--- config.mk ---
export PLATFORM = sky130hd
export DESIGN_NAME = ycbcr_to_rgb_pixel_pack
export DESIGN_NICKNAME = d
export VERILOG_FILES = /design/src/rtl/ycbcr_rgb_pkg.sv /design/src/rtl/sync_fifo_fwft.sv /design/src/rtl/ycbcr_to_rgb_pixel_pack.sv
export SDC_FILE = /design/constraint.sdc
export NUM_CORES = 1
export LEC_CHECK = 0
export CAP_MARGIN = 5
export CORE_MARGIN = 2
export CORE_UTILIZATION = 40
export DETAILED_ROUTE_END_ITERATION = 16
export MAX_ROUTING_LAYER = met4
export PLACE_DENSITY_LB_ADDON = 0.05
export SKIP_LAST_GASP = 1
export SLEW_MARGIN = 20
export SYNTH_ARGS = -nofsm -noshare
export SYNTH_HDL_FRONTEND = slang
export SYNTH_SLANG_ARGS = --single-unit
--- constraint.sdc ---
create_clock -name clk -period 2.72 [get_ports clk]
set_clock_uncertainty 0.05 [all_clocks]
set_input_delay 0.408 -clock clk [delete_from_list [all_inputs] [get_ports clk]]
set_output_delay 0.408 -clock clk [all_outputs]
set_load 0.1 [all_outputs]
--- src/rtl/ycbcr_rgb_pkg.sv ---
// Shared definitions for the YCbCr-to-RGB colour path: channel tags, default
// channel width and the assembly FSM states used by the pixel packer.
package ycbcr_rgb_pkg;

    localparam int CH_W_DEF = 8;

    // Channel tags carried alongside each clamped channel beat. Tag 3 is illegal.
    localparam logic [1:0] CH_R = 2'd0;
    localparam logic [1:0] CH_G = 2'd1;
    localparam logic [1:0] CH_B = 2'd2;

    // Packed pixels are {R,G,B} with R in the most significant channel slot.
    typedef enum logic [1:0] {
        EXP_R = 2'd0,
        EXP_G = 2'd1,
        EXP_B = 2'd2
    } asm_state_t;

endpackage

--- src/rtl/sync_fifo_fwft.sv ---
// First-word-fall-through FIFO with a level counter. A push while full is
// accepted when a pop happens in the same cycle; otherwise it is dropped and flagged.
module sync_fifo_fwft #(
    parameter int DATA_W = 24,
    parameter int DEPTH  = 4
) (
    input  logic                       clk,
    input  logic                       rst_n,
    input  logic                       push,
    input  logic [DATA_W-1:0]          push_data,
    input  logic                       ready,
    output logic                       valid,
    output logic [DATA_W-1:0]          head,
    output logic [$clog2(DEPTH):0]     level,
    output logic                       drop
);

    localparam int AW = $clog2(DEPTH);
    localparam int LW = AW + 1;

    logic [DATA_W-1:0] mem [DEPTH];
    logic [AW-1:0]     rd_ptr;
    logic [AW-1:0]     wr_ptr;
    logic              full;
    logic              pop;
    logic              accept;

    assign full   = (level == LW'(DEPTH));
    assign valid  = (level != '0);
    assign pop    = valid & ready;
    assign accept = push & (~full | pop);
    assign drop   = push & full & ~pop;

    // Head is zeroed while empty so the output reads 0 out of reset.
    assign head = valid ? mem[rd_ptr] : '0;

    always_ff @(posedge clk) begin
        if (accept) begin
            mem[wr_ptr] <= push_data;
        end
    end

    always_ff @(posedge clk) begin
        if (!rst_n) begin
            rd_ptr <= '0;
            wr_ptr <= '0;
            level  <= '0;
        end else begin
            if (accept) begin
                wr_ptr <= wr_ptr + AW'(1);
            end
            if (pop) begin
                rd_ptr <= rd_ptr + AW'(1);
            end
            case ({accept, pop})
                2'b10:   level <= level + LW'(1);
                2'b01:   level <= level - LW'(1);
                default: level <= level;
            endcase
        end
    end

endmodule

--- src/rtl/ycbcr_to_rgb_pixel_pack.sv ---
// Reassembles tagged R/G/B channel beats into 24-bit pixels, buffers them in a
// FWFT FIFO and reports sequencing and overflow faults through sticky flags.
module ycbcr_to_rgb_pixel_pack
    import ycbcr_rgb_pkg::*;
#(
    parameter int DEPTH = 4,
    parameter int CH_W  = CH_W_DEF
) (
    input  logic                     clk,
    input  logic                     rst_n,
    input  logic                     valid_i,
    input  logic [1:0]               state_i,
    input  logic [CH_W-1:0]          chan_i,
    output logic                     pix_valid_o,
    input  logic                     pix_ready_i,
    output logic [3*CH_W-1:0]        pix_data_o,
    output logic [$clog2(DEPTH):0]   fifo_level_o,
    output logic                     seq_err_o,
    output logic                     ovf_err_o,
    input  logic                     clr_err_i
);

    asm_state_t        state;
    asm_state_t        state_nx;
    logic              cap_r;
    logic              cap_g;
    logic              push;
    logic              seq_evt;
    logic              ovf_evt;
    logic [CH_W-1:0]   r_cap;
    logic [CH_W-1:0]   g_cap;
    logic [3*CH_W-1:0] pixel;

    always_ff @(posedge clk) begin
        if (!rst_n) begin
            state <= EXP_R;
        end else begin
            state <= state_nx;
        end
    end

    // An out-of-order R always restarts the pixel rather than being discarded.
    always_comb begin
        state_nx = state;
        cap_r    = 1'b0;
        cap_g    = 1'b0;
        push     = 1'b0;
        seq_evt  = 1'b0;
        if (valid_i) begin
            case (state)
                EXP_R: begin
                    if (state_i == CH_R) begin
                        cap_r    = 1'b1;
                        state_nx = EXP_G;
                    end else begin
                        seq_evt  = 1'b1;
                    end
                end
                EXP_G: begin
                    if (state_i == CH_G) begin
                        cap_g    = 1'b1;
                        state_nx = EXP_B;
                    end else if (state_i == CH_R) begin
                        seq_evt  = 1'b1;
                        cap_r    = 1'b1;
                        state_nx = EXP_G;
                    end else begin
                        seq_evt  = 1'b1;
                        state_nx = EXP_R;
                    end
                end
                EXP_B: begin
                    if (state_i == CH_B) begin
                        push     = 1'b1;
                        state_nx = EXP_R;
                    end else if (state_i == CH_R) begin
                        seq_evt  = 1'b1;
                        cap_r    = 1'b1;
                        state_nx = EXP_G;
                    end else begin
                        seq_evt  = 1'b1;
                        state_nx = EXP_R;
                    end
                end
                default: state_nx = EXP_R;
            endcase
        end
    end

    always_ff @(posedge clk) begin
        if (!rst_n) begin
            r_cap <= '0;
            g_cap <= '0;
        end else begin
            if (cap_r) begin
                r_cap <= chan_i;
            end
            if (cap_g) begin
                g_cap <= chan_i;
            end
        end
    end

    assign pixel = {r_cap, g_cap, chan_i};

    // A new error in the clearing cycle keeps the flag set.
    always_ff @(posedge clk) begin
        if (!rst_n) begin
            seq_err_o <= 1'b0;
            ovf_err_o <= 1'b0;
        end else begin
            seq_err_o <= seq_evt | (seq_err_o & ~clr_err_i);
            ovf_err_o <= ovf_evt | (ovf_err_o & ~clr_err_i);
        end
    end

    sync_fifo_fwft #(
        .DATA_W (3*CH_W),
        .DEPTH  (DEPTH)
    ) u_fifo (
        .clk       (clk),
        .rst_n     (rst_n),
        .push      (push),
        .push_data (pixel),
        .ready     (pix_ready_i),
        .valid     (pix_valid_o),
        .head      (pix_data_o),
        .level     (fifo_level_o),
        .drop      (ovf_evt)
    );

endmodule

# == Word level (Yosys, flattened, before mapping) ==
# Memory sizes are Yosys's and may differ from the RTL's. A register that Yosys moved wholly into a read port is not among the register bits.
# Cells that the tools add are included.
# word_totals
ff_bits,27
mem_bits_rw,96
input_bits,15
output_inout_bits,30
elab_cells,65
memories,1
# mem_list
name,depth,width,read_ports,rd_ports_with_merged_regs,write_ports,line_no,rtl
u_fifo.mem,4,24,1,1,1,sync_fifo_fwft.sv:21,logic [DATA_W-1:0] mem [DEPTH];
# op_classes
addsub,4
eq_ne,8
mux,27
n_bitwise,12
n_reduce_logical,5
# ops
operator,n
$mux W24,1
$mux W1,17
$mux W2,5
$and A1 B1 Y1,6
$eq A2 B1 Y1 const B,3
$eq A2 B2 Y1 const B,3
$pmux W1 S3,2
$pmux W2 S3,1
$pmux W3 S2,1
$add A2 B1 Y2 const B,2
$logic_not A2 Y1,2
$add A3 B1 Y3 const B,1
$eq A3 B3 Y1 const B,1
$not A1 Y1,3
$or A1 B1 Y1,3
$reduce_bool A3 Y1,1
$sub A3 B1 Y3 const B,1
$ne A2 B2 Y1 const B,1
$reduce_and A2 Y1,1
$reduce_bool A2 Y1,1

# == Depth between registers and ports, before layout ==
# depth
depth_word,7
mapped_depth,10
mapped_depth_nobuf,10

# == Modules after synthesis ==
# A second synthesis with hierarchy kept.
# unflattened
cells_unflattened,305
hier_area_um2,5102.4
# by_module_without_submodules
module,instances,cells_each,area_each_um2,seq_area_each_um2
sync_fifo_fwft,1,220,4300.4,3062.9
ycbcr_to_rgb_pixel_pack,1,85,802.0,400.4

# == Least setup slack after synthesis ==
# No wires, ideal clock.
# synth_timing
path_type,register to output
from,reg u_fifo.level[0]
to,out pix_data_o[0]
t_arrival_ns,2.658
required_ns,2.262
slack_ns,-0.396
stages_incl_launch_ff,5
path_buffers,2
path_cell_list,dfxtp_1 > or3_1 > buf_6 > buf_2 > and2_1
# synth_between
elab_chain_len,2
# synth_lines
element,line_no,rtl
from (decl),sync_fifo_fwft.sv:14,"output logic [$clog2(DEPTH):0] level,"
from (signal assigned),sync_fifo_fwft.sv:56,2'b10: level <= level + LW'(1);
from (signal assigned),sync_fifo_fwft.sv:57,2'b01: level <= level - LW'(1);
from (signal assigned),sync_fifo_fwft.sv:58,default: level <= level;
$reduce_bool A3 Y1,sync_fifo_fwft.sv:29,assign valid = (level != '0);
named net pix_valid_o,ycbcr_to_rgb_pixel_pack.sv:14,"output logic pix_valid_o,"
$mux W24,sync_fifo_fwft.sv:35,assign head = valid ? mem[rd_ptr] : '0;
to (decl),ycbcr_to_rgb_pixel_pack.sv:16,"output logic [3*CH_W-1:0] pix_data_o,"
# The timed path passes the listed nets, and every way through them passes these cells.

==> flow_metrics.tcl <==
set metrics [dict create \
    status "finished, final reports clean" \
    numCtsBuffers 17 \
    startpoint_type "flip-flop" \
    yosysWarnings 0 \
    finalSetupViolations 0 \
    timing.hold.ws_ns 0.424 \
    maxCapViolations 0 \
    core_area_mm2 0.0121 \
    postCtsSetupBuffers 0 \
    grt_pass1_vias 2611 \
    power_density_mw_per_mm2 635 \
    syn_nets 301 \
    via_per_inst 4.74 \
    timing.final.crit_share 0.868 \
    fin_nets 366 \
    hold_viol 0 \
    syn_inst 280 \
    die_h_um 115 \
    tightest_slew_ns 0.649 \
    worstPathCellList "buf_12 > mux4_2 > and2_1 > buf_12" \
    drt_iter0_markers 100 \
    ys_ff_latch 125 \
    power.internal_uw 3320 \
    gp_congestion 0.671 \
    port_buffers 44 \
    clkTransAtPathRegs_ns 0.05 \
    die_area_mm2 0.0133 \
    wl_um 8920 \
    yosysUniqueCellTypes 38 \
    synth_top_area_frac 0.580 \
    rows 40 \
    critPathRequiredTime_ns 2.26 \
    syn_area_per_cell_um2 17.7 \
    postRouteAntennaNets 0 \
    switching_share 0.188 \
    critical_path_class "flip-flop to output pin" \
    p_leak_uw 0.00218 \
    layoutNonFillerInstCount 525 \
    antenna_found_initial 0 \
    via_count 2487 \
    slew_headroom 0.566 \
    hold_class "flip-flop to flip-flop" \
    rsz0062_at_grt "false" \
    ys_top_cells_by_area "edfxtp_1 (58%), dfxtp_1 (12%), mux4_2 (11%), and2_1 (4.0%), mux2i_1 (3.2%)" \
    worstPathMaxFanout 24 \
    drc 0 \
    cp.arrival_ns 1.90 \
    ir_drop_v 0.000256 \
    clkPwrFrac 0.474 \
    slew_viol_final 0 \
    crit_path_frequent_cell "buf_12" \
    seq_area_frac_synth 0.697 \
    grt_overflow_total 0 \
    slowest_delay_ns 0.55 \
    crit_slowest_cell "mux4_2" \
    postCtsHoldBufs 0 \
    period_needed_ns 2.36 \
    cts_max_level 4 \
    fp.dieW_um 115 \
    drive_gt1_frac 0.314 \
    clockBufferDepth 2 \
    cts_num_sinks 125 \
    grt_max_degree 27 \
    ios 45 \
    initial_core_util 0.412 \
    power_switching_uw 770 \
    grt_pass1_wl_um 14300 \
    area_growth_pct 29.6 \
    dp_hpwl_um 5350 \
    routedWlPerCell_um 17.0 \
    max_freq_mhz 424 \
    setup.worst_path.end_class "output pin" \
    drtPass1Iterations 4 \
    seqPwrFrac 0.504 \
    place_inst 494 \
    cts-root-buf "clkbuf_16" \
    final.setup.tns_ns 0 \
    total_power_uw 4090 \
    post_cts_resized 0 \
    cts_tree "done" \
    track_usage 0.156 \
    synth_top_cell_by_area "edfxtp_1" \
    clk_latency_ns 0.40 \
    combPwrFrac 0.022 \
    netlist_area_mm2 0.00497 \
    antenna_cells 0 \
]
==> cells in the mapped netlist <==
cell and instances:
a211o_1 1, xnor2_1 3, inv_1 7, buf_4 1, dfxtp_1 29, o22ai_1 1, edfxtp_1 96, nor2b_1 21
mux2i_1 16, nor3_1 1, nand4_1 1, and2_1 32, a21boi_1 3, buf_12 2, and3b_1 1, dlymetal6s2s_1 1
xnor2_2 1, clkbuf_1 4, a21oi_1 2, o21ai_0 2, and2_4 1, mux4_2 24, o21a_1 1, nor4b_2 1
ha_1 5, buf_6 2, or3_1 2, fa_1 1, a31o_1 1, nor2_2 1, o21ai_1 1, nand3_2 1
xor2_1 1, buf_2 4, nand2b_1 3, nand3_1 2, inv_2 1, nand2_1 3
==> flip-flops by register name, summed over array words and instances, names as in the netlist, named ones only <==
name,count
u_fifo.wr_ptr,2
state,2
r_cap,8
u_fifo.level,3
g_cap,8
u_fifo.rd_ptr,2
ovf_err_o,1
seq_err_o,1
u_fifo.mem,96
==> final cells by class <==
type	instances	area, um^2
fill	1004	5620
clock buffer	28	497
timing repair buffer	60	848
inverter	8	30.0
multi-input combinational	133	1370
tap	168	210
sequential	125	3470
clock inverter	3	15.0
==> cells in the final DEF, fill, tap and decap left out, types with 2 or more instances in the layout <==
cell             netlist  final
buf_4                  1     17
clkbuf_8               0      3
dfxtp_2                0      4
clkdlybuf4s50_1        0     14
o21ai_0                2      2
ha_1                   5      5
buf_12                 2     29
nand2_1                3      3
dfxtp_1               29     25
and2_2                 0      9
inv_1                  7      7
a21oi_1                2      2
or3_1                  2      2
xnor2_1                3      3
a21boi_1               3      3
clkbuf_1               4      8
mux2i_1               16     16
nand2b_1               3      3
clkbuf_16              0     17
mux4_2                24     24
edfxtp_1              96     96
clkinv_2               0      3
nor2b_1               21     21
and2_1                32     23
nand3_1                2      2
==> per-stage QoR <==
| stage | setup WS (ns) | util | cell area (um^2) |
|---|---|---|---|
| after floorplan | 0.219 | - | 4980 |
| after global placement | 0.0713 | 0.491 | 5930 |
| after detailed placement | 0.0114 | 0.491 | 5930 |
| after CTS | 0.291 | 0.534 | 6440 |
| after global routing | 0.260 | 0.534 | 6440 |
| final | 0.360 | 0.534 | 6440 |
==> path summary, 6_finish.rpt <==
| kind | slack [ns] | to | depth (start not counted) | from |
|---|---|---|---|---|
| hold / removal | 0.42 | ovf_err_o$_SDFF_PN0_ | 2 | ovf_err_o$_SDFF_PN0_ |
| setup reg to reg | 0.50 | u_fifo.level[2]$_SDFFE_PN0P_ | 9 | u_fifo.level[0]$_SDFFE_PN0P_ |
| hold reg to reg | 0.42 | ovf_err_o$_SDFF_PN0_ | 2 | ovf_err_o$_SDFF_PN0_ |
| setup / recovery | 0.36 | pix_data_o[13] | 4 | flip-flop |
==> per-layer routing <==
layer  vias to the layer above  routed length, um  track usage
met1                      1245               4040        0.189
met4                         0                152       0.0747
met3                        12                336       0.0476
li1                       1180                  -            -
met2                        50               4390        0.239
met5                         -                  0            -
==> critical path: cells and delay by family, from the launching register on <==
kind,cells,cell delay [ns]
buf+inv,2,0.38
flops,1,0.33
mux,1,0.55
simple gates,1,0.20
==> logic make-up (layout without fill, tap and decap cells) <==
group	Yosys count	in the layout	share of synthesized area
compound gates	12	12	0.0159
xor+xnor	5	5	0.0103
fa+ha+maj	6	6	0.0166
buf+inv	22	99	0.0297
flops	125	125	0.697
mux	40	40	0.141
simple gates	70	70	0.0894
==> power groups by stage <==
| stage | registers [uW] | logic, uW | clock network (uW) |
|---|---|---|---|
| final | 2060 | 90.7 | 1940 |
| after global placement | 2100 | 91.6 | 0 |
| after floorplan | 2100 | 34.3 | 0 |
| after CTS | 2060 | 92.6 | 1990 |
| after detailed placement | 2100 | 92.4 | 0 |
| after global routing | 2060 | 98.1 | 2070 |
Power figures use the tool's default switching activity.
